File: src/rtl/fu_wb_txq.sv
// Per-FU writeback transmit queue: buffers completed results and offers them in
// arrival order to the CDB arbiter, holding the head while the port is stalled.
`timescale 1ns/1ps
module fu_wb_txq #(
  parameter int DEPTH        = 4,
  parameter int ROBID_W      = 7,
  parameter int RD_W         = 6,
  parameter int DATA_W       = 32,
  parameter bit CHK_PROTOCOL = 1'b1
) (
  input  logic                       clk,
  input  logic                       rst_n,
  input  logic                       rob_flush,
  input  logic                       in_valid,
  input  logic                       in_error,
  input  logic [4:0]                 in_ecause,
  input  logic [ROBID_W-1:0]         in_robid,
  input  logic [RD_W-1:0]            in_rd,
  input  logic [DATA_W-1:0]          in_result,
  output logic                       txq_ready,
  output logic                       out_valid,
  output logic                       out_error,
  output logic [4:0]                 out_ecause,
  output logic [ROBID_W-1:0]         out_robid,
  output logic [RD_W-1:0]            out_rd,
  output logic [DATA_W-1:0]          out_result,
  input  logic                       wb_stall,
  output logic [$clog2(DEPTH+1)-1:0] txq_count
);

  localparam int PTR_W = $clog2(DEPTH);
  localparam int CNT_W = $clog2(DEPTH+1);

  typedef struct packed {
    logic               error;
    logic [4:0]         ecause;
    logic [ROBID_W-1:0] robid;
    logic [RD_W-1:0]    rd;
    logic [DATA_W-1:0]  result;
  } entry_t;

  entry_t             mem_q [DEPTH];
  logic [PTR_W-1:0]   wptr_q, rptr_q;
  logic [CNT_W-1:0]   count_q, count_d;
  logic               push, pop;
  entry_t             in_entry, head;

  assign txq_ready = (count_q != CNT_W'(DEPTH));
  assign out_valid = (count_q != '0);
  assign push      = in_valid & txq_ready;
  assign pop       = out_valid & ~wb_stall;

  assign in_entry = '{error: in_error, ecause: in_ecause, robid: in_robid,
                      rd: in_rd, result: in_result};

  // Head is read straight from storage; a new push is only visible next cycle.
  assign head       = mem_q[rptr_q];
  assign out_error  = head.error;
  assign out_ecause = head.ecause;
  assign out_robid  = head.robid;
  assign out_rd     = head.rd;
  assign out_result = head.result;
  assign txq_count  = count_q;

  always_comb begin
    count_d = count_q;
    case ({push, pop})
      2'b10:   count_d = count_q + CNT_W'(1);
      2'b01:   count_d = count_q - CNT_W'(1);
      default: count_d = count_q;
    endcase
  end

  always_ff @(posedge clk or negedge rst_n) begin
    if (!rst_n) begin
      wptr_q  <= '0;
      rptr_q  <= '0;
      count_q <= '0;
      for (int i = 0; i < DEPTH; i++) mem_q[i] <= '0;
    end else if (rob_flush) begin
      // Flush wins over any same-cycle push or pop; storage contents are left stale.
      wptr_q  <= '0;
      rptr_q  <= '0;
      count_q <= '0;
    end else begin
      if (push) begin
        mem_q[wptr_q] <= in_entry;
        wptr_q        <= wptr_q + PTR_W'(1);
      end
      if (pop) rptr_q <= rptr_q + PTR_W'(1);
      count_q <= count_d;
    end
  end

  generate
    if (CHK_PROTOCOL) begin : g_chk
      a_no_push_when_full: assert property (@(posedge clk) disable iff (!rst_n)
        !(in_valid && !txq_ready && !rob_flush));
    end
  endgenerate

endmodule

File: config.mk
export PLATFORM = sky130hd
export DESIGN_NAME = fu_wb_txq
export DESIGN_NICKNAME = d
export VERILOG_FILES = /design/src/rtl/fu_wb_txq.sv
export SDC_FILE = /design/constraint.sdc
export NUM_CORES = 1
export LEC_CHECK = 0
export ABC_AREA = 1
export BUFFER_PORTS_ARGS = -buffer_cell sky130_fd_sc_hd__buf_2
export CORE_MARGIN = 10
export CORE_UTILIZATION = 30
export CTS_CLUSTER_SIZE = 24
export DETAILED_ROUTE_END_ITERATION = 6
export GPL_TIMING_DRIVEN = 1
export PLACE_DENSITY = 0.49
export SLEW_MARGIN = 0
export SYNTH_ARGS = -nofsm -noshare
export SYNTH_HDL_FRONTEND = slang
export SYNTH_SLANG_ARGS = --single-unit
export TNS_END_PERCENT = 5
File: constraint.sdc
create_clock -name clk -period 5.6 [get_ports clk]
set_clock_uncertainty 0.2 [all_clocks]
set_input_delay 0 -clock clk [delete_from_list [all_inputs] [get_ports clk]]
set_output_delay 0 -clock clk [all_outputs]
set_load 0.005 [all_outputs]
* Yosys cells after proc, flatten, opt, wreduce, memory -nomap -nowiden
Cells that the tools add are included.
Widths: inputs -> output; s select.
** Word-level totals
- Register bits after elaboration :: 211
- Logic and storage cells :: 57
- Input bits :: 56
- Output and inout port bits :: 56
** Cells by class
- Bitwise operators :: 6
- Order comparisons :: 3
- Reductions and logical operators :: 6
- Eq/ne operators :: 3
- Add/subtract/negate cells :: 4
- Muxes and demuxes :: 12
** Operators by type and width (count)
- $bwmux 204 :: 1
- $mux 51 :: 3
- $bmux 51 s2 :: 1
- $demux 51 s2 :: 1
- $mux 2 :: 4
- $ge 3x3->1 const B :: 2
- $not 2->3 :: 2
- $pmux 3 s2 :: 1
- $reduce_bool 3->1 :: 2
- $add 2x1->2 const B :: 2
- $reduce_bool 2->1 :: 2
- $add 3x1->3 const B :: 1
- $lt 3x1->1 const B :: 1
- $mux 3 :: 1
- $ne 3x3->1 const B :: 1
- $sub 3x1->3 const B :: 1
- $and 1x1->1 :: 2
- $eq 2x1->1 const B :: 1
- $eq 2x2->1 const B :: 1
- $not 1->1 :: 2
- $reduce_and 2->1 :: 1
- $logic_and 1x1->1 :: 1

* Longest topological paths before layout
Gate-level depths: netlist of run 1.
- Depth after elaboration :: 6
- Mapped depth :: 13
- Gate-level depth less buffers :: 12

* Worst setup path after synthesis of run 1
Ideal clock, no wire load.
- Path type :: reg2reg
- From :: register count_q[1], in the netlist txq_count[1]
- To :: register count_q[2], in the netlist txq_count[2]
- Setup time :: 0.118 ns
- Period minus slack after synthesis :: 2.175 ns
- Arrival :: 1.857 ns
- Required time :: 5.282 ns
- Slack :: 3.425 ns
- Cell stages (with the launch flop) :: 13
- Path buffers :: 0
- Cell sequence :: dfrtp_1 > nor2_2 > nand2_1 > nand2_1 > inv_1 > nand2_1 > inv_1 > fa_1 > xor2_1 > nand3_1 > nand2_1 > nand2_1 > nand2_1
** Between the ends
- Longest elaborated chain between the ends :: 5
- Elaborated cells between the ends (all ways) :: 11
- Classes of those cells :: 2 x add/sub; 3 x eq/ne; 2 x mux; 2 x bitwise; 2 x reduce/logical
** Ends and longest elaborated chain
- start, declared :: line 44 : logic [CNT_W-1:0] count_q, count_d;
- start signal, assigned :: line 91 : count_q <= count_d;
- $reduce_bool 3->1 * :: line 49 : assign out_valid = (count_q != '0);
- named net out_valid :: line 21 : output logic out_valid,
- $and 1x1->1 * :: line 51 : assign pop = out_valid & ~wb_stall;
- $eq 2x1->1 / $eq 2x2->1 (equally long branches) :: line 67 : case ({push, pop})
- $pmux 3 s2 :: line 67
- $mux 3 :: line 80 : end else if (rob_flush) begin
The timed path passes the listed nets; every way through them passes the cells marked *.
A chain may end at the register's enable or synchronous reset.

* Final worst setup path of run 1
- From :: register rptr_q[0]
- To :: output out_result[23]
** Between the ends
- Longest elaborated chain between the ends :: 4
** Ends and longest elaborated chain
- start, declared :: line 43 : logic [PTR_W-1:0] wptr_q, rptr_q;
- start signal, assigned :: line 90 : if (pop) rptr_q <= rptr_q + PTR_W'(1);
- $not 2->3 (implied by the code) :: line 57 : assign head = mem_q[rptr_q];
- $bmux 51 s2 :: line 57
- $mux 51 (implied by the code) (2 in a row) :: line 57
- end, declared :: line 26 : output logic [DATA_W-1:0] out_result,
Every way passes these cells. The select of a mux whose other input is x is not followed.

==> results.tsv, run 1 <==
metric	value	unit
first-pass GRT wire length	42200	microns
Final setup viols	0	
DR vias	7447	
syn nets	1120	
IO Port Bufs	111	
Synth Instances	1059	
Layout area overhead	21.49	%
DP Wirelength	15120	microns
Startpoint Class	flip-flop	
WL/cell	15.79	microns
Crit Path Category	flip-flop to primary output	
final hold vios	0	
Peak VDD IR	0.2273	mV
Yosys warning count	0	
CTS tree	yes	
later-pin clock latency in the skew report	0.51	ns
die height	198.1	microns
vias in the first global route	7723	
CTS max path bufs	3	
cts-stage hold buffer count	58	
Worst EP required	5.40	ns
RSZ-0062 raised after global routing	false	
num ports	112	
ratio of final minimum period to clock period	49.68	%
drt total wl	25370	microns
status	finished clean	
vias per cell	4.634	
slew of the pin with the lowest slew margin	1.120	ns
CP cell instances	buf_4 -> o21ai_0 -> o22ai_1 -> buf_2	
Pins Over Slew Limit	0	
Slew HR	25.36	%
H-tree Lvls	1	
fillcell total	3271	
total CTS buffers	25	
CTS sink cnt	211	
Die ar.	39250	sq um
FP Rows	65	
Max stage delay cell, worst path	dfrtp_4	
iteration-0 DRC count of the detailed router	479	
worst hold-check path type	input pin to flip-flop	
post-synthesis instance area	9518	sq um
antenna violations before repair	1	
Root Buffer	clkbuf_16	
max frequency	359.5	MHz
share of layout cells above drive strength 1	17.03	%
sw frac	33.57	%
Worst Path Buf+Inv	2	
Initial Util	30.32	%
Post-Route Setup TNS	0	ns
core footprint	31390	sq um
# DRC	0	
Crit Path Max Fanout	56	
pwr dens	525.9	nW/um^2
GPL Wtd Cong	0.7259	
count of cell types in the netlist	21	
DRT Pass-1 Iters	5	
nets@finish	1249	
postcts setup bufs	0	
Yosys reg bits	211	
CP Data Arrival Time	2.58	ns
Post-CTS Resized	0	
CP endpoint kind	primary output	
pin count of the biggest net entering global routing	103	
MaxCap Viol Count	0	
min Tclk post-route	2.782	ns
hold slack	0.1319	ns
sequential-to-total area share from yosys stat	55.48	%
Net Sw Power	2041	uW
grt total ovfl	0	
Leak	0.005643	uW
Pint	4040	uW
Reg clk slew, reported paths	0.06	ns
total track usage	13.11	%
Antenna Nets Post-Route	0	
crit-path max cell delay	0.78	ns
Comb power frac	30.1	%
cell family with most CP delay	buffers and inverters	
clock power share	27.8	%
die width	198.1	microns
Avg Cell Area, Syn	8.988	sq um
Seq pwr share	42.1	%
-- per-stage QoR --
stage | power, uW | area [sq um] | worst slack, ns | util (%) | cells
after detailed placement | 4429 | 10100 | 3.117 | 32.16 | 1505
final | 6082 | 11560 | 2.818 | 36.84 | 1607
after floorplan | 3723 | 9518 | 3.425 | - | 1059
after CTS | 6192 | 11560 | 2.746 | 36.83 | 1606
after global routing | 6604 | 11560 | 2.582 | 36.84 | 1607
after global placement | 4393 | 10100 | 3.157 | 32.16 | 1505
-- power groups by stage --
stage | registers (uW) | clock network, uW | logic, uW
finish | 2560 | 1690 | 1830
global route | 2650 | 1800 | 2150
CTS | 2560 | 1740 | 1890
detailed placement | 2580 | 0 | 1850
global placement | 2570 | 0 | 1830
floorplan | 2450 | 0 | 1270
-- synthesized netlist by cell type --
cell type    n  area share [%]
clkbuf_1    38             1.5
fa_1         1            0.21
dfrtp_1    211              55
nor2_8       1            0.21
xor2_1       1           0.092
buf_2        2            0.11
nand3_1      4            0.21
o22ai_1     51             3.4
inv_1       62             2.4
o21ai_1     95             5.0
nand4_1      3            0.20
nor2_1     104             4.1
o21ai_0    181             9.5
buf_6       37             4.4
nand2_1    221             8.7
nor2_2       1           0.066
o21ai_2     32             2.9
nand2_4      6            0.71
ha_1         4            0.53
xnor2_1      1           0.092
a21oi_1      3            0.16
-- tightest hold or removal path, delay by kind of cell --
kind,cells,cell delay (ns)
buffers and inverters,3,0.68
AOI/OAI and AO/OA,1,0.13
-- per-layer routing --
layer  share of wire (%)  up-vias  global-route usage (%)
met4                 1.5        0                   2.762
met5                   0        -                       0
li1                    -     3776                       -
met2                  45      128                   21.28
met1                  49     3517                   17.80
met3                 4.4       26                   2.377
-- worst paths after layout --
check / startpoint / endpoint / slack (ns) / depth (start not counted)
hold / removal: in_result[16] / mem_q[118] / 0.13 / 4
hold reg to reg: mem_q[129] / mem_q[129] / 0.28 / 2
setup reg to reg: txq_count[1] / mem_q[101] / 3.11 / 7
setup / recovery: rptr_q[0] / out_result[23] / 2.82 / 4
min in group asynchronous: rst_n / mem_q[135] / 0.48 / 4
max in group asynchronous: rst_n / rptr_q[0] / 3.85 / 4
-- layout make-up --
class,instances,area [sq um],area share [%]
antenna,1,2.502,0.02164
clock buffer,37,760.7,6.579
clock inverter,6,105.1,0.9089
inverter,62,234.0,2.023
multi-input combinational,709,3436,29.71
sequential,211,5285,45.70
tap,402,503.0,4.350
timing repair buffer,179,1237,10.70
-- cell usage in the layout, fill, tap and decap left out, drive strengths merged --
master       instances
o21ai              308
nand2              227
dfrtp              211
buf                121
nor2               106
inv                 60
dlygate4sd3         57
o22ai               51
clkbuf              38
clkinv               5
nand3                4
ha                   4
a21oi                3
nand4                3
bufinv               3
diode                1
xnor2                1
xor2                 1
fa                   1
-- flip-flops by register name, indices dropped and copies added, names as in the netlist --
register and flops:
rptr_q 2, mem_q 204, txq_count 3, wptr_q 2
-- cells by family (layout without fill, tap and decap cells) --
kind of cell             count (synthesis)  in the layout  synth area share (%)
AO/OA/AOI/OAI                          362            362                 20.97
XOR/XNOR                                 2              2                0.1841
adder cells (fa/ha/maj)                  5              5                0.7362
buffers and inverters                  139            284                 8.426
flip-flops                             211            211                 55.48
other                                    0              1                     0
AND/OR/NAND/NOR                        340            340                 14.21
Note: power is estimated with default switching activity, not from simulation.
==> run 2: changes to the inputs <==
--- a/config.mk
+++ b/config.mk
@@ -12,7 +12,7 @@
 export CTS_CLUSTER_SIZE = 24
 export DETAILED_ROUTE_END_ITERATION = 6
 export GPL_TIMING_DRIVEN = 1
-export PLACE_DENSITY = 0.49
+export PLACE_DENSITY = 0.5
 export SLEW_MARGIN = 0
 export SYNTH_ARGS = -nofsm -noshare
 export SYNTH_HDL_FRONTEND = slang
==> constraint.sdc (replaced) <==
create_clock -name clk -period 2.42 [get_ports clk]
set_clock_uncertainty 0.2 [all_clocks]
set_input_delay 0 -clock clk [delete_from_list [all_inputs] [get_ports clk]]
set_output_delay 0 -clock clk [all_outputs]
set_load 0.005 [all_outputs]
==> results.tsv, run 2 (same netlist as run 1, synthesis figures left out) <==
metric	value	unit	change
Reg with most FFs	mem_q		
Antenna Nets Post-Route	0		unchanged
drt total wl	25090	microns	-1.1%
final hold vios	0		unchanged
Crit Path Category	flip-flop to primary output		
utilization after layout	37.61	%	+0.77 points
Startpoint Class	flip-flop		
die height	198.1	microns	unchanged
CP endpoint kind	primary output		
later-pin clock latency in the skew report	0.51	ns	about the same
first-pass GRT wire length	42100	microns	-0.25%
pwr dens	1201	nW/um^2	+130%
Net Sw Power	4747	uW	+130%
num ports	112		unchanged
total track usage	13.05	%	-0.063 points
iteration-0 DRC count of the detailed router	331		-31%
GPL Wtd Cong	0.7663		+5.6%
Worst EP required	2.22	ns	-3.18 ns
H-tree Lvls	1		unchanged
commonest cells after routing, fill and taps aside	221 x nand2_1, 209 x dfrtp_1, 181 x o21ai_0		
FP Rows	65		unchanged
pin count of the biggest net entering global routing	103		unchanged
WL/cell	15.50	microns	-1.8%
routing usage on met2	21.13	%	-0.15 points
Pins Over Slew Limit	0		unchanged
Reg clk slew, reported paths	0.06	ns	about the same
postcts setup bufs	0		unchanged
vias per cell	4.669		+0.76%
Post-Route Setup TNS	0	ns	unchanged
Root Buffer	clkbuf_16		
Initial Util	30.32	%	unchanged
Slew HR	65.01	%	+40 points
ratio of final minimum period to clock period	94.23	%	
CTS sink cnt	211		unchanged
hold slack	0.1336	ns	+0.001641 ns
max frequency	438.5	MHz	
DR vias	7555		+1.5%
min Tclk post-route	2.280	ns	
met1 Resource Use GR	17.52	%	-0.28 points
# DRC	0		unchanged
CTS tree	yes		
slew of the pin with the lowest slew margin	0.5248	ns	-0.5947 ns
Placed Cells	1514		+0.60%
Comb power frac	31.3	%	+1.2 points
Crit Path Max Fanout	28		-50%
CP Data Arrival Time	2.08	ns	-0.50 ns
Layout area overhead	24.04	%	
GRT Max-Usage Layer	met2		
Post-CTS Resized	0		unchanged
grt total ovfl	0		unchanged
DP Wirelength	14730	microns	-2.6%
Die ar.	39250	sq um	unchanged
M3 GR Usage	2.648	%	+0.27 points
MaxCap Viol Count	0		unchanged
Final setup viols	0		unchanged
Peak VDD IR	0.4491	mV	+98%
core footprint	31390	sq um	unchanged
sw frac	33.48	%	-0.084 points
worst hold-check path type	input pin to flip-flop		
nets@finish	1259		+0.80%
die width	198.1	microns	unchanged
Seq pwr share	41.1	%	-1.0 points
Leak	0.005754	uW	+2.0%
final non-filler cell total	1618		+0.68%
total CTS buffers	25		unchanged
IO Port Bufs	111		unchanged
status	finished clean		
clock power share	27.6	%	-0.2 points
vias in the first global route	7903		+2.3%
cts-stage hold buffer count	59		+1.7%
antenna violations before repair	1		unchanged
Pint	9431	uW	+130%
RSZ-0062 raised after global routing	false		
fillcell total	3284		+0.40%
total power	14180	uW	+130%
max FFs per register	204		unchanged
CTS max path bufs	3		unchanged
commonest non-fill, non-tap cell in the layout	nand2_1		
DRT Pass-1 Iters	5		unchanged
share of layout cells above drive strength 1	17.70	%	+0.67 points
[run 2: cell types whose count changed in the layout (fill, tap and decap cells not counted), sizes merged]
cell         previous run  this run
clkinvlp                0         2
buf                   121       130
clkinv                  5         6
bufinv                  3         4
inv                    60        61
dlygate4sd3            57        58
clkbuf                 38        34
[run 2: worst paths after layout]
kind	start	endpoint	cells past startpoint	slack [ns]
min in group asynchronous	rst_n	mem_q[29]	4	0.43
min reg2reg	mem_q[129]	mem_q[129]	2	0.28
max	rptr_q[1]	out_result[17]	5	0.14
max reg2reg	txq_count[0]	txq_count[2]	12	0.15
max in group asynchronous	rst_n	rptr_q[0]	4	1.16
min	in_rd[1]	mem_q[84]	4	0.13
[run 2: final cells by class]
class | count | area, sq um | share of cell area, %
Antenna cell | 1 | 2.502 | 0.02120
Clock buffer | 33 | 695.7 | 5.892
Clock inverter | 11 | 160.2 | 1.357
Inverter | 62 | 234.0 | 1.982
Multi-Input combinational cell | 709 | 3436 | 29.10
Sequential cell | 211 | 5285 | 44.76
Tap cell | 402 | 503.0 | 4.260
Timing Repair Buffer | 189 | 1490 | 12.62
[run 2: worst max-delay path: stages (launching register included)]
cell and delay (ns):
dfrtp_2 0.43, inv_2 0.33, buf_12 0.25, o21ai_0 0.11, o22ai_1 0.25, buf_2 0.18
[run 2: metrics by stage]
stage               area (sq um)  worst slack, ns
floorplan                   9518           0.2447
global placement           10340           0.2204
detailed placement         10340           0.1472
CTS                        11800           0.1131
global route               11810          0.02589
finish                     11810           0.1397
[run 2: per-layer routing]
layer,up-vias,part of all wire [%]
met5,-,0
met4,0,1.2
met3,22,4.8
met2,118,46
met1,3624,48
li1,3791,-
[run 2: power groups by stage]
stage	sequential, uW	combinational (uW)	clock [uW]
after floorplan	5680	2930	0
after global placement	5840	4390	0
after detailed placement	5870	4450	0
after CTS	5830	4560	4040
after global routing	6030	5170	4190
final	5830	4440	3910
==> run 3: changes to the inputs <==
--- a/config.mk
+++ b/config.mk
@@ -12,7 +12,6 @@
 export CTS_CLUSTER_SIZE = 24
 export DETAILED_ROUTE_END_ITERATION = 6
 export GPL_TIMING_DRIVEN = 1
-export PLACE_DENSITY = 0.5
 export SLEW_MARGIN = 0
 export SYNTH_ARGS = -nofsm -noshare
 export SYNTH_HDL_FRONTEND = slang
==> results.tsv, run 3 (same netlist as run 1, synthesis figures left out) <==
metric	value	unit	change
status	finished clean		
Initial Util	30.32	%	unchanged
ratio of final minimum period to clock period	93.63	%	-0.60 points
worst hold-check path type	input pin to flip-flop		
num ports	112		unchanged
IO Port Bufs	111		unchanged
final hold vios	0		unchanged
CTS sink cnt	211		unchanged
Reg2Reg Depth	12		unchanged
antenna violations before repair	0		-1
CTS max path bufs	3		unchanged
Crit Path Max Fanout	5		-82%
fillcell total	3198		-2.6%
GPL Wtd Cong	0.7969		+4.0%
commonest cells after routing, fill and taps aside	220 x nand2_1, 208 x dfrtp_1, 181 x o21ai_0		
WL/cell	15.32	microns	-1.2%
met1 Resource Use GR	16.61	%	-0.91 points
CTS tree	yes		
Finished Cell Area	11740	sq um	-0.54%
slew of the pin with the lowest slew margin	0.5412	ns	+0.01631 ns
HP Start	in_ecause[3]		
MaxCap Viol Count	0		unchanged
drt total wl	24740	microns	-1.4%
M3 GR Usage	2.886	%	+0.24 points
min Tclk post-route	2.266	ns	-0.01461 ns
Leak	0.005724	uW	-0.52%
nets@finish	1261		+0.16%
max frequency	441.4	MHz	+0.64%
r2r startpoint	txq_count[0]		
vias per cell	4.706		+0.78%
RSZ-0062 raised after global routing	false		
first-pass GRT wire length	40850	microns	-3.0%
Post-Route Setup TNS	0	ns	unchanged
Worst EP required	2.63	ns	+0.41 ns
Reg with most FFs	mem_q		
max FFs per register	204		unchanged
Hold Crit Depth	4		unchanged
total CTS buffers	24		-4.0%
Reg clk slew, reported paths	0.06	ns	about the same
grt total ovfl	0		unchanged
die width	198.1	microns	unchanged
Layout area overhead	23.37	%	
Die ar.	39250	sq um	unchanged
Pins Over Slew Limit	0		unchanged
total track usage	12.65	%	-0.39 points
CP endpoint kind	flip-flop		
Diodes inserted	0		-1
DRT Pass-1 Iters	5		unchanged
CP Data Arrival Time	2.47	ns	+0.39 ns
Root Buffer	clkbuf_16		
core footprint	31390	sq um	unchanged
DR vias	7600		+0.60%
DP Wirelength	14750	microns	+0.16%
commonest non-fill, non-tap cell in the layout	nand2_1		
Final setup viols	0		unchanged
vias in the first global route	7720		-2.3%
Startpoint Class	flip-flop		
postcts setup bufs	0		unchanged
GRT Max-Usage Layer	met2		
reg-to-reg critical path endpoint	txq_count[2]		
Peak VDD IR	0.6371	mV	+42%
H-tree Lvls	1		unchanged
Slew HR	63.92	%	-1.1 points
pin count of the biggest net entering global routing	103		unchanged
slack of the worst reg-to-reg path	0.15	ns	about the same
Hold EP	mem_q[48]		
routing usage on met2	20.72	%	-0.40 points
Crit Path Category	flip-flop to flip-flop		
FP Rows	65		unchanged
Post-DP Area	10340	sq um	about the same
share of layout cells above drive strength 1	17.56	%	-0.14 points
die height	198.1	microns	unchanged
# DRC	0		unchanged
iteration-0 DRC count of the detailed router	449		+36%
Antenna Nets Post-Route	0		unchanged
pwr dens	1188	nW/um^2	-1.1%
later-pin clock latency in the skew report	0.51	ns	about the same
## run 3: final cells by class
type	count	area (sq um)	share of cell area, %
clock buffers	33	675.6	5.754
clock inverters	6	105.1	0.8950
inverters	62	237.7	2.025
multi-input cells	709	3443	29.32
flip-flops and latches	211	5286	45.02
well taps	402	503.0	4.283
repair buffers	192	1491	12.70
## run 3: worst max-delay path, stage by stage, from the launching register on
cell and delay, ns:
dfrtp_1 0.46, nor2_4 0.16, nand2_1 0.08, nand2_1 0.12, inv_1 0.10, nand2_2 0.12, inv_1 0.06, fa_1 0.42
xor2_1 0.18, nand3_1 0.10, nand2_1 0.06, nand2_1 0.05, nand2_1 0.05
## run 3: routing by layer
layer / wire length (microns) / vias to the layer above
met5: 0 / -
met4: 384 / 0
met3: 1352 / 32
met2: 11560 / 156
met1: 11440 / 3603
li1: - / 3809
## run 3: how the worst max path moves through the flow
stage                            start             to  slack (ns)  cells past startpoint
final                     txq_count[0]   txq_count[2]        0.15                     12
after global routing      txq_count[0]   txq_count[2]      0.0009                     12
after CTS                    rptr_q[1]  out_result[1]       0.005                      5
after detailed placement  txq_count[1]   txq_count[2]        0.07                     12
after global placement    txq_count[1]   txq_count[2]        0.16                     12
after floorplan           txq_count[1]   txq_count[2]        0.24                     12
## run 3: what timing repair did
action,CTS,global route
gates resized for setup,0,5
hold buffers,59,0
setup endpoints to repair,0,9
hold endpoints to repair,422,0
## run 3: stage by stage
| step | util (%) | hold WS, ns | power [uW] | worst slack [ns] | cells |
|---|---|---|---|---|---|
| 3_3_place_gp | 32.93 | -0.1911 | 10170 | 0.1582 | 1517 |
| 4_1_cts | 37.35 | 0.09102 | 14140 | 0.004607 | 1615 |
| 6_report | 37.41 | 0.1170 | 13950 | 0.1543 | 1615 |
| 2_1_floorplan | - | -0.4956 | 8615 | 0.2447 | 1059 |
| 5_1_grt | 37.41 | 0.1170 | 15090 | 0.0009299 | 1615 |
| 3_5_place_dp | 32.93 | -0.1853 | 10300 | 0.07177 | 1517 |
## run 3: where the power goes
group          switching, uW  internal (uW)  leakage [uW]
combinational           2510           1940       0.00264
clock                   1420           2250      0.000384
sequential               784           5060       0.00270
